===== src/rtl/otter_mem_pkg.sv =====
// Shared types for the OTTER unified-memory arbiter: FSM states,
// transaction owner tag and memory access size encodings.
package otter_mem_pkg;

  typedef enum logic [1:0] {
    IDLE      = 2'd0,
    WAIT_ACK  = 2'd1,
    WAIT_RESP = 2'd2
  } arb_state_t;

  typedef enum logic {
    OWN_IF = 1'b0,
    OWN_DM = 1'b1
  } owner_t;

  typedef logic [1:0] mem_size_t;

  localparam mem_size_t SZ_BYTE = 2'b00;
  localparam mem_size_t SZ_HALF = 2'b01;
  localparam mem_size_t SZ_WORD = 2'b10;

endpackage


===== src/rtl/otter_mem_arbiter_perf_counter.sv =====
// 32-bit saturating event counter, used for arbiter stall statistics
// when OTTER_ARB_PERF_CNT_EN is defined.
module arb_perf_counter (
  input  logic        clk,
  input  logic        rst_n,
  input  logic        inc,
  output logic [31:0] count
);

  logic [31:0] count_d, count_q;

  // Advance on each counted cycle, holding at all-ones instead of wrapping.
  always_comb begin
    count_d = count_q;
    if (inc && (count_q != 32'hFFFF_FFFF)) begin
      count_d = count_q + 32'd1;
    end
  end

  // Counter register with synchronous active-low reset.
  always_ff @(posedge clk) begin
    if (!rst_n) begin
      count_q <= '0;
    end else begin
      count_q <= count_d;
    end
  end

  assign count = count_q;

endmodule


===== src/rtl/otter_mem_arbiter.sv =====
// Arbiter sharing one memory port between OTTER fetch (IF) and data (MEM)
// stages. One transaction in flight; data side wins unless fetch has lost
// STARVE_LIMIT consecutive arbitrations.
// Optional stall-cycle counters: define OTTER_ARB_PERF_CNT_EN.
module otter_mem_arbiter
  import otter_mem_pkg::*;
#(
  parameter int ADDR_W       = 32,
  parameter int DATA_W       = 32,
  parameter int STARVE_LIMIT = 4
) (
  input  logic              clk,
  input  logic              rst_n,
  input  logic              if_req,
  input  logic [ADDR_W-1:0] if_addr,
  output logic [DATA_W-1:0] if_rdata,
  output logic              if_valid,
  output logic              if_stall,
  input  logic              dm_req,
  input  logic              dm_we,
  input  logic [1:0]        dm_size,
  input  logic              dm_sign,
  input  logic [ADDR_W-1:0] dm_addr,
  input  logic [DATA_W-1:0] dm_wdata,
  output logic [DATA_W-1:0] dm_rdata,
  output logic              dm_valid,
  output logic              dm_stall,
  output logic              mem_req,
  output logic              mem_we,
  output logic [1:0]        mem_size,
  output logic              mem_sign,
  output logic [ADDR_W-1:0] mem_addr,
  output logic [DATA_W-1:0] mem_wdata,
  input  logic              mem_ack,
  input  logic              mem_rvalid,
  input  logic [DATA_W-1:0] mem_rdata
`ifdef OTTER_ARB_PERF_CNT_EN
  ,
  output logic [31:0]       perf_if_wait,
  output logic [31:0]       perf_dm_wait
`endif
);

  localparam logic [3:0] STARVE_LIM = 4'(STARVE_LIMIT);

  arb_state_t        state_d, state_q;
  owner_t            owner_d, owner_q;
  logic              we_d, we_q;
  mem_size_t         size_d, size_q;
  logic              sign_d, sign_q;
  logic [ADDR_W-1:0] addr_d, addr_q;
  logic [DATA_W-1:0] wdata_d, wdata_q;
  logic [3:0]        starve_cnt_d, starve_cnt_q;
  logic              if_wins;
  logic              complete;

  // Next-state, arbitration and field latching; requests only matter in IDLE.
  always_comb begin
    state_d      = state_q;
    owner_d      = owner_q;
    we_d         = we_q;
    size_d       = size_q;
    sign_d       = sign_q;
    addr_d       = addr_q;
    wdata_d      = wdata_q;
    starve_cnt_d = starve_cnt_q;
    if_wins      = 1'b0;
    unique case (state_q)
      IDLE: begin
        if (if_req || dm_req) begin
          if_wins = if_req && (!dm_req || (starve_cnt_q == STARVE_LIM));
          state_d = WAIT_ACK;
          if (if_wins) begin
            owner_d      = OWN_IF;
            we_d         = 1'b0;
            size_d       = SZ_WORD;
            sign_d       = 1'b0;
            addr_d       = if_addr;
            wdata_d      = '0;
            starve_cnt_d = 4'd0;
          end else begin
            owner_d = OWN_DM;
            we_d    = dm_we;
            size_d  = dm_size;
            sign_d  = dm_sign;
            addr_d  = dm_addr;
            wdata_d = dm_wdata;
            if (if_req) begin
              starve_cnt_d = starve_cnt_q + 4'd1;
            end
          end
        end
      end
      WAIT_ACK: begin
        if (mem_ack) begin
          state_d = mem_rvalid ? IDLE : WAIT_RESP;
        end
      end
      WAIT_RESP: begin
        if (mem_rvalid) begin
          state_d = IDLE;
        end
      end
      default: state_d = IDLE;
    endcase
  end

  // State and latched-transaction registers.
  always_ff @(posedge clk) begin
    if (!rst_n) begin
      state_q      <= IDLE;
      owner_q      <= OWN_IF;
      we_q         <= 1'b0;
      size_q       <= SZ_BYTE;
      sign_q       <= 1'b0;
      addr_q       <= '0;
      wdata_q      <= '0;
      starve_cnt_q <= 4'd0;
    end else begin
      state_q      <= state_d;
      owner_q      <= owner_d;
      we_q         <= we_d;
      size_q       <= size_d;
      sign_q       <= sign_d;
      addr_q       <= addr_d;
      wdata_q      <= wdata_d;
      starve_cnt_q <= starve_cnt_d;
    end
  end

  // Response routing: a completion whose requester has gone away is dropped.
  always_comb begin
    complete = mem_rvalid &&
               ((state_q == WAIT_RESP) || ((state_q == WAIT_ACK) && mem_ack));
    if_valid = complete && (owner_q == OWN_IF) && if_req;
    dm_valid = complete && (owner_q == OWN_DM) && dm_req;
    if_rdata = if_valid ? mem_rdata : '0;
    dm_rdata = dm_valid ? mem_rdata : '0;
    if_stall = if_req && !if_valid;
    dm_stall = dm_req && !dm_valid;
  end

  assign mem_req   = (state_q == WAIT_ACK);
  assign mem_we    = we_q;
  assign mem_size  = size_q;
  assign mem_sign  = sign_q;
  assign mem_addr  = addr_q;
  assign mem_wdata = wdata_q;

`ifdef OTTER_ARB_PERF_CNT_EN
  arb_perf_counter u_perf_if (
    .clk   (clk),
    .rst_n (rst_n),
    .inc   (if_stall),
    .count (perf_if_wait)
  );

  arb_perf_counter u_perf_dm (
    .clk   (clk),
    .rst_n (rst_n),
    .inc   (dm_stall),
    .count (perf_dm_wait)
  );
`endif

endmodule


===== config.mk =====
export PLATFORM = sky130hd
export DESIGN_NAME = otter_mem_arbiter
export DESIGN_NICKNAME = d
export VERILOG_FILES = /design/src/rtl/otter_mem_pkg.sv /design/src/rtl/otter_mem_arbiter_perf_counter.sv /design/src/rtl/otter_mem_arbiter.sv
export SDC_FILE = /design/constraint.sdc
export NUM_CORES = 1
export LEC_CHECK = 0
export CORE_AREA = 2 2 107 109
export CTS_BUF_LIST = sky130_fd_sc_hd__clkbuf_4 sky130_fd_sc_hd__clkbuf_8
export DETAILED_ROUTE_END_ITERATION = 6
export DIE_AREA = 0 0 109 111
export HOLD_SLACK_MARGIN = 0.1
export PLACE_DENSITY = 0.79
export RECOVER_POWER = 100
export SLEW_MARGIN = 20
export SYNTH_ARGS = -nofsm -noshare
export SYNTH_HDL_FRONTEND = slang
export SYNTH_SLANG_ARGS = --single-unit

===== constraint.sdc =====
create_clock -name clk -period 3.2 [get_ports clk]
set_clock_uncertainty 0.1 [all_clocks]
set_input_delay 0.48 -clock clk [delete_from_list [all_inputs] [get_ports clk]]
set_output_delay 0.48 -clock clk [all_outputs]
set_load 0.02 [all_outputs]

==> impl_metrics.env, run 1 <==
export IMPL_reg2reg_depth=5
export IMPL_crit_cells=5
export IMPL_final_setup_viol_count=0
export IMPL_maxSlewHeadroom_pct=40.63
export IMPL_die_w_um=109
export IMPL_synthArstFlopShare_pct=0
export IMPL_num_fill_cells=986
export IMPL_syn_area_per_cell_um2=7.612
export IMPL_hold_viol=0
export IMPL_route_met3_wl_um=1444
export IMPL_synth_edff_count=0
export IMPL_cts_buffer_depth=2
export IMPL_dp_hpwl_um=9594
export IMPL_seqCellArea_um2=1501
export IMPL_die_h_um=111
export IMPL_cp_max_fo=34
export IMPL_arrival_ns=2.48
export IMPL_gr_total_overflow=0
export IMPL_hold_depth=2
export IMPL_min_period_ns=3.057
export IMPL_power_leakage_nw=2.921
export IMPL_critPathBufInv=1
export IMPL_rows=39
export IMPL_gp_congestion=0.7667
export IMPL_drt_iter0_drc=267
export IMPL_critical_path_top_delay_family="simple AND/OR/NAND/NOR gates"
export IMPL_track_usage_pct=21.46
export IMPL_hold_ws_ns=0.3546
export IMPL_vias=4377
export IMPL_first_pass_iters=4
export IMPL_critical_path_class="register to primary output"
export IMPL_status="finished clean"
export IMPL_grt_pass1_vias=4316
export IMPL_cp_start_kind="register"
export IMPL_syn_area_um2=3547
export IMPL_ys_types=35
export IMPL_r2r_slack_ns=1.10
export IMPL_postCtsSetupRepairBufs=0
export IMPL_synthCells=466
export IMPL_wl_met2_um=6717
export IMPL_initial_core_util_pct=32.02
export IMPL_timing_final_ws_setup_ns=0.1430
export IMPL_dieArea_um2=12100
export IMPL_clock_tree_root_cell="clkbuf_8"
export IMPL_via_per_inst=5.066
export IMPL_grt_pass1_wl_um=20730
export IMPL_grt_antenna_before_repair=1
export IMPL_fmax_ghz=0.3271
export IMPL_slowest_stage="clkdlybuf4s50_1"
export IMPL_drive_gt1_share_pct=5.139
export IMPL_finalCritPeriodShare_pct=95.53
export IMPL_power_density_nw_per_um2=391.3
export IMPL_synthFlopType="dfxtp_1"
export IMPL_drc=0
export IMPL_slowest_delay_ns=0.61
export IMPL_syn_num_nets=606
export IMPL_final_max_slew_violation_count=0
export IMPL_post_place_ws_ns=0.1481
export IMPL_clkSlewWorstSetupHoldPaths_ns=0.08
export IMPL_worst_slew_pin_slew_ns=0.8905
export IMPL_power_w=0.002555
export IMPL_nets=855
export IMPL_io_pins=275
export IMPL_postRouteWirelength_um=13320
export IMPL_hold_class="register to register"
export IMPL_h_tree_depth=3
export IMPL_clock_sink_count=75
export IMPL_top_layer="met4"
export IMPL_ys_seq_area_share_pct=42.33
export IMPL_setup_tns_ns=0
export IMPL_path_cells="nor2b_2 -> a21oi_2 -> and3b_4 -> and3_1 -> clkdlybuf4s50_1"
export IMPL_multi_input_comb_area_um2=1792
export IMPL_rsz0062_at_grt="no"
export IMPL_cts_tree="yes"
export IMPL_worstSkewPairLatency_ns=0.35
export IMPL_cap_violations=0
export IMPL_ir_drop_v=0.0003302
export IMPL_required_ns=2.62
export IMPL_area_growth_synth_to_final_pct=84.09
export IMPL_port_buffers=274
export IMPL_met1_length_um=4847
export IMPL_grt_max_degree=70
export IMPL_antenna_left=0
export IMPL_critical_path_endpoint_type="primary output"
export IMPL_yosys_warnings=0
export IMPL_core_area_um2=11080
export IMPL_ys_seq_elements=75
export IMPL_wl_per_cell_um=15.42
export IMPL_cts_made_buffers=9
synth_stat cells (3+ instances only):
library cell / count / area share [%]
a21oi_1: 102 / 14
and3_1: 64 / 11
buf_2: 14 / 2.0
buf_4: 3 / 0.63
buf_6: 6 / 1.9
clkbuf_1: 23 / 2.4
dfxtp_1: 75 / 42
inv_1: 3 / 0.32
nand2_1: 70 / 7.4
nand3_1: 38 / 5.4
nor2_1: 5 / 0.53
nor2b_1: 3 / 0.53
nor3_1: 3 / 0.42
o21ai_0: 34 / 4.8
registers in the layout, summed over array words and instances (netlist names):
name / count
mem_size: 2
mem_wdata: 32
mem_sign: 1
mem_we: 1
owner_q: 1
starve_cnt_q: 4
mem_addr: 32
state_q: 2
worst reg2reg max path, delay by kind of cell, from the launching register on:
family	cells	cell delay, ns
AND/OR/NAND/NOR	1	0.29
buffers and inverters	1	0.67
AO/OA/AOI/OAI	3	0.63
flip-flops	1	0.36
per-stage QoR:
stage	instance area (um^2)	instances	utilization, %
2_1_floorplan	3547	466	-
3_3_place_gp	6322	847	57.08
3_5_place_dp	6322	847	57.08
4_1_cts	6533	863	58.97
5_1_grt	6530	864	58.95
6_report	6530	864	58.95
area by class of cell:
type / instances / area share [%]
Sequential cell: 75 / 22.99
Clock inverter: 5 / 0.9006
Clock buffer: 11 / 2.318
Antenna cell: 1 / 0.03832
Timing Repair Buffer: 285 / 43.34
Inverter: 4 / 0.2299
Multi-Input combinational cell: 340 / 27.44
Tap cell: 143 / 2.740
layer usage:
metal	track usage [%]	up-vias
met5	0	-
met4	8.803	0
met3	8.113	24
met2	38.55	219
met1	21.86	2017
li1	-	2117
cells by family (layout without fill, tap and decap cells):
kind of cell | Yosys count | after routing | share of synthesized area (%)
AO/OA/AOI/OAI | 143 | 143 | 20.88
adder cells (fa/ha/maj) | 2 | 2 | 0.7054
buffers and inverters | 51 | 305 | 7.478
flip-flops | 75 | 75 | 42.33
multiplexers | 1 | 1 | 0.3174
other | 0 | 1 | 0
AND/OR/NAND/NOR | 194 | 194 | 28.29
worst paths after layout:
| path | from | to |
|---|---|---|
| hold reg to reg | mem_wdata[23] | mem_wdata[23] |
| setup / recovery | state_q[0] | dm_rdata[31] |
| hold / removal | mem_wdata[23] | mem_wdata[23] |
| setup reg to reg | state_q[1] | mem_addr[8] |
repair_timing:
item	CTS	global route
setup endpoints to repair	0	28
hold buffers	0	0
resized for setup	0	1
placed cells by master, fill, tap and decap left out, types with 2 or more instances in the layout:
cell and n:
a21oi_1 102, and2_1 2, and3_1 64, buf_4 7
clkbuf_2 3, clkbuf_8 11, clkdlybuf4s50_1 175, clkinvlp_4 2
dfxtp_1 75, dlygate4sd3_1 99, ha_1 2, inv_1 3
nand2_1 70, nand3_1 38, nor2_1 5, nor2b_1 3
nor3_1 3, o21ai_0 34
report_power, final:
group	switching, W	internal, W	total [W]
clock network	0.000367	0.000404	0.000771
registers	0.0000397	0.00102	0.00105
logic	0.000375	0.000354	0.000730
total	0.000782	0.00177	0.00256
Note: power is estimated with default switching activity, not from simulation.
==> run 2: changes to the inputs <==
- PLACE_DENSITY: 0.79 -> 0.83
==> run 2 against run 1 <==
Non-clock buffer count stayed put; clock power is 2% lower; sequential cell count stayed put; routed wire length is 3.9% higher; final area hardly changed; critical endpoint is now dm_rdata[10]; sequential share of layout area hardly changed; final cell count is 0.12% higher; worst setup slack worse by 0.032 ns; die area stayed put; critical path depth stayed put; first-iteration DRC count is 35% higher; clock-buffer cell count stayed put.
==> impl_metrics.env, run 2 (synthesis results as in run 1) <==
export IMPL_setup_tns_ns=0
export IMPL_finalCritPeriodShare_pct=96.54
export IMPL_cap_violations=0
export IMPL_grt_max_degree=53
export IMPL_postRouteWirelength_um=13840
export IMPL_p_int_w=0.001770
export IMPL_h_tree_depth=3
export IMPL_via_per_inst=5.081
export IMPL_rsz0062_at_grt="no"
export IMPL_nets=855
export IMPL_switching_share_pct=30.46
export IMPL_die_w_um=109
export IMPL_clkSlewWorstSetupHoldPaths_ns=0.08
export IMPL_mostFrequentLayoutCell="clkdlybuf4s50_1"
export IMPL_rr_endpoint="mem_wdata[9]"
export IMPL_worst_slew_pin_slew_ns=0.6980
export IMPL_first_pass_iters=5
export IMPL_maxSlewHeadroom_pct=53.47
export IMPL_final_max_slew_violation_count=0
export IMPL_drt_iter0_drc=361
export IMPL_die_h_um=111
export IMPL_dieArea_um2=12100
export IMPL_drive_gt1_share_pct=4.729
export IMPL_final_setup_viol_count=0
export IMPL_grt_pass1_vias=4248
export IMPL_clock_sink_count=75
export IMPL_antenna_left=0
export IMPL_hold_class="register to register"
export IMPL_num_fill_cells=982
export IMPL_utilization_pct=59.00
export IMPL_area_growth_synth_to_final_pct=84.23
export IMPL_cts_tree="yes"
export IMPL_core_area_um2=11080
export IMPL_r2r_start="starve_cnt_q[0]"
export IMPL_track_usage_pct=21.59
export IMPL_reg2reg_depth=7
export IMPL_gr_total_overflow=0
export IMPL_final_cell_mix="151 x clkdlybuf4s50_1, 123 x dlygate4sd3_1, 102 x a21oi_1"
export IMPL_initial_core_util_pct=32.02
export IMPL_port_buffers=274
export IMPL_power_leakage_nw=3.010
export IMPL_hold_depth=2
export IMPL_worstSkewPairLatency_ns=0.34
export IMPL_critical_path_class="register to primary output"
export IMPL_cts_buffer_depth=2
export IMPL_hold_viol=0
export IMPL_rows=39
export IMPL_drc=0
export IMPL_min_period_ns=3.089
export IMPL_hold_buffers=0
export IMPL_clock_tree_root_cell="clkbuf_8"
export IMPL_io_pins=275
export IMPL_required_ns=2.62
export IMPL_critical_path_endpoint_type="primary output"
export IMPL_wl_per_cell_um=16.00
export IMPL_vias=4395
export IMPL_power_density_nw_per_um2=389.4
export IMPL_switchingPower_w=0.0007750
export IMPL_gp_congestion=0.8640
export IMPL_hold_end="mem_wdata[13]"
export IMPL_arrival_ns=2.51
export IMPL_dp_hpwl_um=10370
export IMPL_cp_max_fo=34
export IMPL_grt_pass1_wl_um=20800
export IMPL_r2r_slack_ns=0.87
export IMPL_ir_drop_v=0.0002475
export IMPL_p_comb_share_pct=28.9
export IMPL_grt_antenna_before_repair=3
export IMPL_cp_start_kind="register"
export IMPL_cts_made_buffers=9
export IMPL_fmax_ghz=0.3237
export IMPL_status="finished clean"
export IMPL_pwr_share_clk_pct=29.7
export IMPL_seqPwrFrac_pct=41.4
export IMPL_holdCritStartpoint="mem_wdata[13]"
==> run 2: layout make-up <==
| type | count | area, um^2 | area share (%) |
|---|---|---|---|
| clock inverter | 4 | 48.80 | 0.7467 |
| timing repair buffer | 285 | 2844 | 43.52 |
| clock buffer | 11 | 151.4 | 2.317 |
| tap | 143 | 178.9 | 2.738 |
| antenna | 3 | 7.507 | 0.1149 |
| sequential | 75 | 1501 | 22.98 |
| multi-input combinational | 340 | 1788 | 27.36 |
| inverter | 4 | 15.01 | 0.2298 |
==> run 2: worst max path at each step <==
stage               startpoint  cells past startpoint  slack, ns      endpoint
floorplan           state_q[0]                      5       1.09  if_rdata[10]
CTS                 state_q[0]                      5       0.14  dm_rdata[18]
detailed placement     mem_ack                      5       0.19  dm_rdata[18]
global route        state_q[0]                      5       0.03   dm_rdata[5]
global placement       mem_ack                      5       0.25  dm_rdata[28]
finish              state_q[0]                      5       0.11  dm_rdata[10]
==> run 2: power groups by stage <==
| stage | logic (W) | registers, W | clock network [W] |
|---|---|---|---|
| 5_1_grt | 0.000789 | 0.00106 | 0.000811 |
| 2_1_floorplan | 0.000253 | 0.00117 | 0 |
| 3_5_place_dp | 0.000767 | 0.00108 | 0 |
| 4_1_cts | 0.000771 | 0.00106 | 0.000776 |
| 3_3_place_gp | 0.000753 | 0.00107 | 0 |
| 6_report | 0.000735 | 0.00105 | 0.000755 |
==> run 2: per-stage QoR <==
step | total power [W] | setup slack (ns) | hold WS, ns | instances | cell area (um^2)
after global placement | 0.001826 | 0.2513 | 0.3415 | 847 | 6335
final | 0.002545 | 0.1107 | 0.3529 | 865 | 6535
after detailed placement | 0.001846 | 0.1884 | 0.3492 | 847 | 6335
after floorplan | 0.001424 | 1.088 | 0.3619 | 466 | 3547
after global routing | 0.002664 | 0.02740 | 0.3721 | 865 | 6535
after CTS | 0.002604 | 0.1447 | 0.3574 | 862 | 6535
==> run 2: metal layers <==
metal	track usage (%)	wire, um
met1	21.85	5005
met3	5.996	1222
met4	9.402	297
met5	0	0
met2	40.21	7316
==> run 2: critical path, stage by stage, from the launching register on <==
cell           delay (ns)
dfxtp_1              0.40
nor2b_2              0.25
a21oi_2              0.11
and3b_4              0.51
and3_1               0.21
dlygate4sd3_1        0.68
==> run 2: repair_timing <==
| item | in CTS | in global routing |
|---|---|---|
| setup endpoints to repair | 0 | 8 |
| setup buffers | 0 | 0 |
| gates resized for setup | 0 | 1 |
